### config.mk
export PLATFORM = sky130hd
export DESIGN_NAME = debounce_event_bank
export DESIGN_NICKNAME = d
export VERILOG_FILES = /design/src/rtl/debounce_event_bank.sv
export SDC_FILE = /design/constraint.sdc
export NUM_CORES = 1
export LEC_CHECK = 0
export BUFFER_PORTS_ARGS = -buffer_cell sky130_fd_sc_hd__clkbuf_2
export CAP_MARGIN = 20
export CELL_PAD_IN_SITES_DETAIL_PLACEMENT = 1
export CELL_PAD_IN_SITES_GLOBAL_PLACEMENT = 2
export CORE_MARGIN = 5
export CORE_UTILIZATION = 30
export DETAILED_ROUTE_END_ITERATION = 12
export PLACE_DENSITY_LB_ADDON = 0.1
export SLEW_MARGIN = 40
export SYNTH_ARGS = -nofsm -noshare
export SYNTH_HDL_FRONTEND = slang
export SYNTH_SLANG_ARGS = --single-unit
### constraint.sdc
create_clock -name clk -period 2.29 [get_ports clk]
set_input_delay 0.687 -clock clk [delete_from_list [all_inputs] [get_ports clk]]
set_output_delay 0.687 -clock clk [all_outputs]
set_load 0.05 [all_outputs]
### src/rtl/debounce_event_bank.sv
// rtl/debounce_event_bank.sv - N_CH-channel synchronizer/debouncer with press, long-press and per-channel output modes.
// Optional build macro LONG_PRESS_EN enables hold counters, long_pulse and the LONG mode.
module debounce_event_bank #(
    parameter int N_CH        = 6,
    parameter int DB_CYCLES   = 50000,
    parameter int LONG_CYCLES = 250000000
) (
    input  logic              clk,
    input  logic              reset_tmp,
    input  logic [N_CH-1:0]   raw_in,
    input  logic [2*N_CH-1:0] mode,
    input  logic [N_CH-1:0]   clr,
    output logic [N_CH-1:0]   db_level,
    output logic [N_CH-1:0]   ch_out,
    output logic [N_CH-1:0]   press_pulse,
    output logic [N_CH-1:0]   long_pulse
);

    localparam int CW = $clog2(DB_CYCLES + 1);
    localparam logic [CW-1:0] DB_LAST = CW'(DB_CYCLES - 1);

    localparam logic [1:0] M_LEVEL  = 2'b00;
    localparam logic [1:0] M_TOGGLE = 2'b01;
    localparam logic [1:0] M_PULSE  = 2'b10;
    localparam logic [1:0] M_LONG   = 2'b11;

    logic [N_CH-1:0]   sync1;
    logic [N_CH-1:0]   sync2;
    logic [N_CH-1:0]   db_dly;
    logic [N_CH-1:0]   fall_pulse;
    logic [2*N_CH-1:0] mode_q;

    // Shared per-bit pipeline: synchronizer, previous debounced level and edge strobes.
    always_ff @(posedge clk or negedge reset_tmp) begin
        if (!reset_tmp) begin
            sync1       <= '0;
            sync2       <= '0;
            db_dly      <= '0;
            press_pulse <= '0;
            fall_pulse  <= '0;
            mode_q      <= '0;
        end else begin
            sync1       <= raw_in;
            sync2       <= sync1;
            db_dly      <= db_level;
            press_pulse <= db_level & ~db_dly;
            fall_pulse  <= ~db_level & db_dly;
            mode_q      <= mode;
        end
    end

    for (genvar i = 0; i < N_CH; i++) begin : g_ch
        logic [CW-1:0] cnt;
        logic          db_r;
        logic          tog;
        logic          tog_ev;
        logic          ch_r;
        logic [1:0]    mode_sel;
        logic          mode_chg;

        assign mode_sel = mode[2*i +: 2];
        assign mode_chg = (mode_sel != mode_q[2*i +: 2]);

        always_ff @(posedge clk or negedge reset_tmp) begin
            if (!reset_tmp) begin
                cnt  <= '0;
                db_r <= 1'b0;
            end else if (sync2[i] != db_r) begin
                if (cnt == DB_LAST) begin
                    db_r <= ~db_r;
                    cnt  <= '0;
                end else begin
                    cnt <= cnt + 1'b1;
                end
            end else begin
                cnt <= '0;
            end
        end

        assign db_level[i] = db_r;

`ifdef LONG_PRESS_EN
        localparam int HW = $clog2(LONG_CYCLES + 1);
        localparam logic [HW-1:0] LONG_MAX  = HW'(LONG_CYCLES);
        localparam logic [HW-1:0] LONG_LAST = HW'(LONG_CYCLES - 1);

        logic [HW-1:0] hold;
        logic          long_r;

        // Hold saturates at LONG_CYCLES, so the strobe can only fire once per press.
        always_ff @(posedge clk or negedge reset_tmp) begin
            if (!reset_tmp) begin
                hold   <= '0;
                long_r <= 1'b0;
            end else begin
                long_r <= db_r && (hold == LONG_LAST);
                if (!db_r) begin
                    hold <= '0;
                end else if (hold != LONG_MAX) begin
                    hold <= hold + 1'b1;
                end
            end
        end

        assign long_pulse[i] = long_r;
        assign tog_ev = ((mode_sel == M_TOGGLE) && fall_pulse[i]) ||
                        ((mode_sel == M_LONG) && long_r);
`else
        assign long_pulse[i] = 1'b0;
        assign tog_ev = ((mode_sel == M_TOGGLE) || (mode_sel == M_LONG)) && fall_pulse[i];
`endif

        // Clear and mode change both override a coincident toggle event.
        always_ff @(posedge clk or negedge reset_tmp) begin
            if (!reset_tmp) begin
                tog <= 1'b0;
            end else if (clr[i] || mode_chg) begin
                tog <= 1'b0;
            end else if (tog_ev) begin
                tog <= ~tog;
            end
        end

        always_comb begin
            ch_r = 1'b0;
            case (mode_sel)
                M_LEVEL:  ch_r = db_dly[i];
                M_PULSE:  ch_r = press_pulse[i];
                default:  ch_r = tog;
            endcase
        end

        assign ch_out[i] = ch_r;
    end

endmodule

==> PnR_summary.wiki <==
{| class="wikitable"
! Metric !! Value
|-
| Status || finished clean
|-
| Proportion of register bits with asynchronous set or reset after synthesis || 100%
|-
| Synthesized-area fraction occupied by and/or/nand/nor cells || between 20 and 25%
|-
| IO buf count || between 40 and 50
|-
| Xor and xnor area share after synthesis || around an eighth
|-
| Final worst clock skew || between 0.008 and 0.009 ns
|-
| Relative area change from synthesis to final layout || 16.8%
|-
| FF/Latch Area || ~3800 µm²
|-
| Endpoint arrival time on the critical path || 1.42 ns
|-
| Combinational family with the most area after synthesis || simple AND/OR/NAND/NOR gates
|-
| Wire length of the first global-routing pass || ~25000 µm
|-
| Final Wtd Congestion || 0.747
|-
| Number of design-rule violations left by the first detailed-router iteration || 136
|-
| Vias per std cell || between 4 and 5
|-
| Mean Syn Cell Area || 10.8 µm²
|-
| Sequential area share after synthesis || a little under three fifths
|-
| Ant. Diodes || 0
|-
| Post-Syn Area || 6750 µm²
|-
| Number of placement rows || between 50 and 60
|-
| Placeable core region || ~22000 µm²
|-
| Adder-cell share of the synthesized area || 1.11%
|-
| Clock transition at the registers of the reported paths || 0.06 ns
|-
| Setup repair after global routing missed its margin || false
|-
| Layout cell share with drive strength beyond 1 || between 10% and 20%
|-
| Total clock buffers created by CTS || 17
|-
| Number of buffers on the longest clock path || 2
|-
| Total setup violations reported at the end of the flow || 0
|-
| Effective utilization at floorplan || a little under a third
|-
| Post-route minimum period || 2.11 ns
|-
| Most frequently used cell type in the post-synthesis netlist || sky130_fd_sc_hd__dfrtp_1
|-
| Dominant synthesized flop cell || sky130_fd_sc_hd__dfrtp_1
|-
| Slew at the pin closest to its max-slew limit || between 0.5 and 0.6 ns
|-
| Post-detailed-route count of antenna-violating nets || 0
|-
| CTS tree || yes
|-
| Number of setup buffers added after CTS || 0
|-
| Pwr Density || 752 nW/µm²
|-
| Post-synth EDFFs || 0
|-
| Net count of the finished layout || just over 700
|-
| Clock H-tree levels || 4
|-
| Overall via count from detail_route || 4565
|-
| Floorplan die area || 25600 µm²
|-
| Wirelength per Cell || roughly 14 µm
|-
| Chip width || around 160 µm
|-
| Final setup margin || roughly 0.18 ns
|-
| Seq cells post-synth || 150
|-
| Overflow after GRT || 0
|-
| Most area-consuming cells after synthesis || sky130_fd_sc_hd__dfrtp_1 56%, sky130_fd_sc_hd__xnor2_1 9.0%, sky130_fd_sc_hd__nor2_1 6.0%
|-
| DPL Wire Length || ~9600 µm
|-
| Number of clock sinks || 150
|-
| Final Instance Count excl. Fillers || 969
|-
| Data required, critical path || between 1.5 and 2 ns
|-
| Path type of the worst min-delay path || in2async
|-
| Total iterations of the first detailed-routing run || 4
|-
| I/O pin count || 50
|-
| Top fanout value on the critical path || 3
|-
| Multiplexer area fraction after synthesis || approximately 1.9%
|-
| Via count of the first global-routing pass || slightly above 5000
|-
| Portion of the clock cycle consumed by the worst path in the final layout || 92.1%
|-
| DRC || 0
|-
| List of most frequent post-synthesis cells || 150 x sky130_fd_sc_hd__dfrtp_1, 107 x sky130_fd_sc_hd__nor2_1, 69 x sky130_fd_sc_hd__xnor2_1
|-
| Total of cells resized after clock tree synthesis || 0
|-
| Placed Cells incl. Taps || between 900 and 1000
|-
| Crit Path Class || in2out
|-
| Total count of hold-check failures in the final report || 0
|-
| Clk Latency, worst-skew pair || 0.42 ns
|-
| Initial antenna violation count || 0
|-
| Startpoint type of the worst setup path || input pin
|-
| Synthesized netlist cell count || 626
|-
| Top cell type's share of synthesized area || between 50% and 60%
|-
| Number of inserted filler cells in the final layout || between 2000 and 2500
|-
| Count of different cell masters after synthesis || 37
|-
| Hold-fix buffers, CTS || 0
|-
| Total Neg Setup Slack || 0 ns
|-
| Detailed-route wire length || ~14000 µm
|-
| Compound-gate portion of the synthesized area || under 10%
|-
| Worst relative slew slack || about two thirds
|-
| Cell at the root of the clock tree || sky130_fd_sc_hd__clkbuf_16
|-
| Max Slew Vio Count || 0
|-
| Largest net degree at the start of global routing || 52
|-
| Upper clock frequency limit || 474 MHz
|-
| Die Y || around 160 µm
|-
| Worst Setup End Kind || output port
|-
| DP Worst Slack || 0.174 ns
|-
| IR Drop Worst-Case VDD || ~0.37 mV
|-
| Total of warnings raised by yosys || 0
|-
| Total of max-cap violations || 0
|-
| Area used by multi-input combinational logic || roughly 2800 µm²
|-
| Global Route Usage Sum || between 10% and 20%
|-
| Dominant cell type by area after synthesis || sky130_fd_sc_hd__dfrtp_1
|-
| Leakage power summed over all cells || 0.00336 µW
|}
==> layout by cell type (no fill, tap or decap), types with 3 or more instances in the layout <==
master and count:
sky130_fd_sc_hd__a21oi_1 3, sky130_fd_sc_hd__a31oi_1 6, sky130_fd_sc_hd__and3_1 7, sky130_fd_sc_hd__buf_4 8
sky130_fd_sc_hd__bufinv_16 4, sky130_fd_sc_hd__clkbuf_16 17, sky130_fd_sc_hd__clkbuf_2 42, sky130_fd_sc_hd__clkinvlp_4 4
sky130_fd_sc_hd__conb_1 6, sky130_fd_sc_hd__dfrtp_1 150, sky130_fd_sc_hd__ha_1 6, sky130_fd_sc_hd__inv_1 16
sky130_fd_sc_hd__mux2_2 6, sky130_fd_sc_hd__mux2i_1 6, sky130_fd_sc_hd__nand2_1 28, sky130_fd_sc_hd__nand3_1 32
sky130_fd_sc_hd__nand3b_1 3, sky130_fd_sc_hd__nand4_1 25, sky130_fd_sc_hd__nor2_1 107, sky130_fd_sc_hd__nor2b_1 12
sky130_fd_sc_hd__nor3_1 25, sky130_fd_sc_hd__nor3b_1 6, sky130_fd_sc_hd__nor4_1 24, sky130_fd_sc_hd__nor4b_1 6
sky130_fd_sc_hd__nor4bb_1 6, sky130_fd_sc_hd__o21ai_0 8, sky130_fd_sc_hd__o41ai_4 3, sky130_fd_sc_hd__or3_1 4
sky130_fd_sc_hd__xnor2_1 69, sky130_fd_sc_hd__xor2_1 30
==> per-layer routing <==
metal  global-route usage, %  wire length (µm)  vias to the layer above
met5                       0                 0                        -
met4                    4.22               163                        0
met3                    3.17               327                       10
met2                    19.6              7020                       32
met1                    14.7              6480                     2290
li1                        -                 -                     2233
==> kinds of logic after synthesis <==
kind of cell	after synthesis
other	1
multiplexers	12
flip-flops	150
XOR/XNOR	99
adder cells (fa/ha/maj)	6
AO/OA/AOI/OAI	21
AND/OR/NAND/NOR	294
buffers and inverters	43
==> worst max-delay path, stage by stage <==
cell                       delay [ns]
sky130_fd_sc_hd__clkbuf_2        0.11
sky130_fd_sc_hd__mux2i_1         0.13
sky130_fd_sc_hd__o21ai_0         0.18
sky130_fd_sc_hd__clkbuf_2        0.31
==> state kept, by name, indices dropped and copies added (netlist names) <==
register,flops
mode_q,12
db_dly,6
press_pulse,6
sync2,6
g_ch.tog,6
g_ch.db_r,6
sync1,6
g_ch.cnt,96
fall_pulse,6
==> where the power goes <==
| group | switching [µW] | internal, µW | total, µW | leakage [µW] |
|---|---|---|---|---|
| Sequential | 38.9 | 2700 | 2740 | 0.00203 |
| Clock | 1120 | 1850 | 2970 | 0.000292 |
| Combinational | 147 | 69.5 | 217 | 0.00105 |
| Total | 1310 | 4620 | 5920 | 0.00336 |
==> final timing paths <==
kind	from	endpoint	slack, ns	cells after the start
hold / removal	reset_tmp	mode_q[11]	0.17	1
max in group asynchronous	reset_tmp	g_ch[3].cnt[2]	1.46	2
hold reg to reg	sync1[3]	sync2[3]	0.35	0
setup reg to reg	g_ch[3].cnt[0]	g_ch[3].cnt[3]	0.39	5
min in group clk	sync1[3]	sync2[3]	0.35	0
setup / recovery	mode[7]	ch_out[3]	0.18	4
==> layout make-up <==
class | instances | area share, %
clock inverter | 12 | 2.25
timing repair buffer | 53 | 4.08
inverter | 16 | 0.762
clock buffer | 20 | 5.67
tap | 280 | 4.45
multi-input combinational | 438 | 35.2
sequential | 150 | 47.6
==> metrics by stage <==
| stage | cell area (µm²) | utilization (%) | hold WS, ns | power, µW |
|---|---|---|---|---|
| after floorplan | 6770 | - | 0.331 | 2880 |
| after global placement | 7260 | 33.0 | 0.332 | 3000 |
| after detailed placement | 7260 | 33.0 | 0.336 | 3010 |
| after CTS | 7880 | 35.9 | 0.157 | 6060 |
| after global routing | 7880 | 35.9 | 0.172 | 6200 |
| final | 7880 | 35.9 | 0.167 | 5920 |
Power figures use the tool's default switching activity.
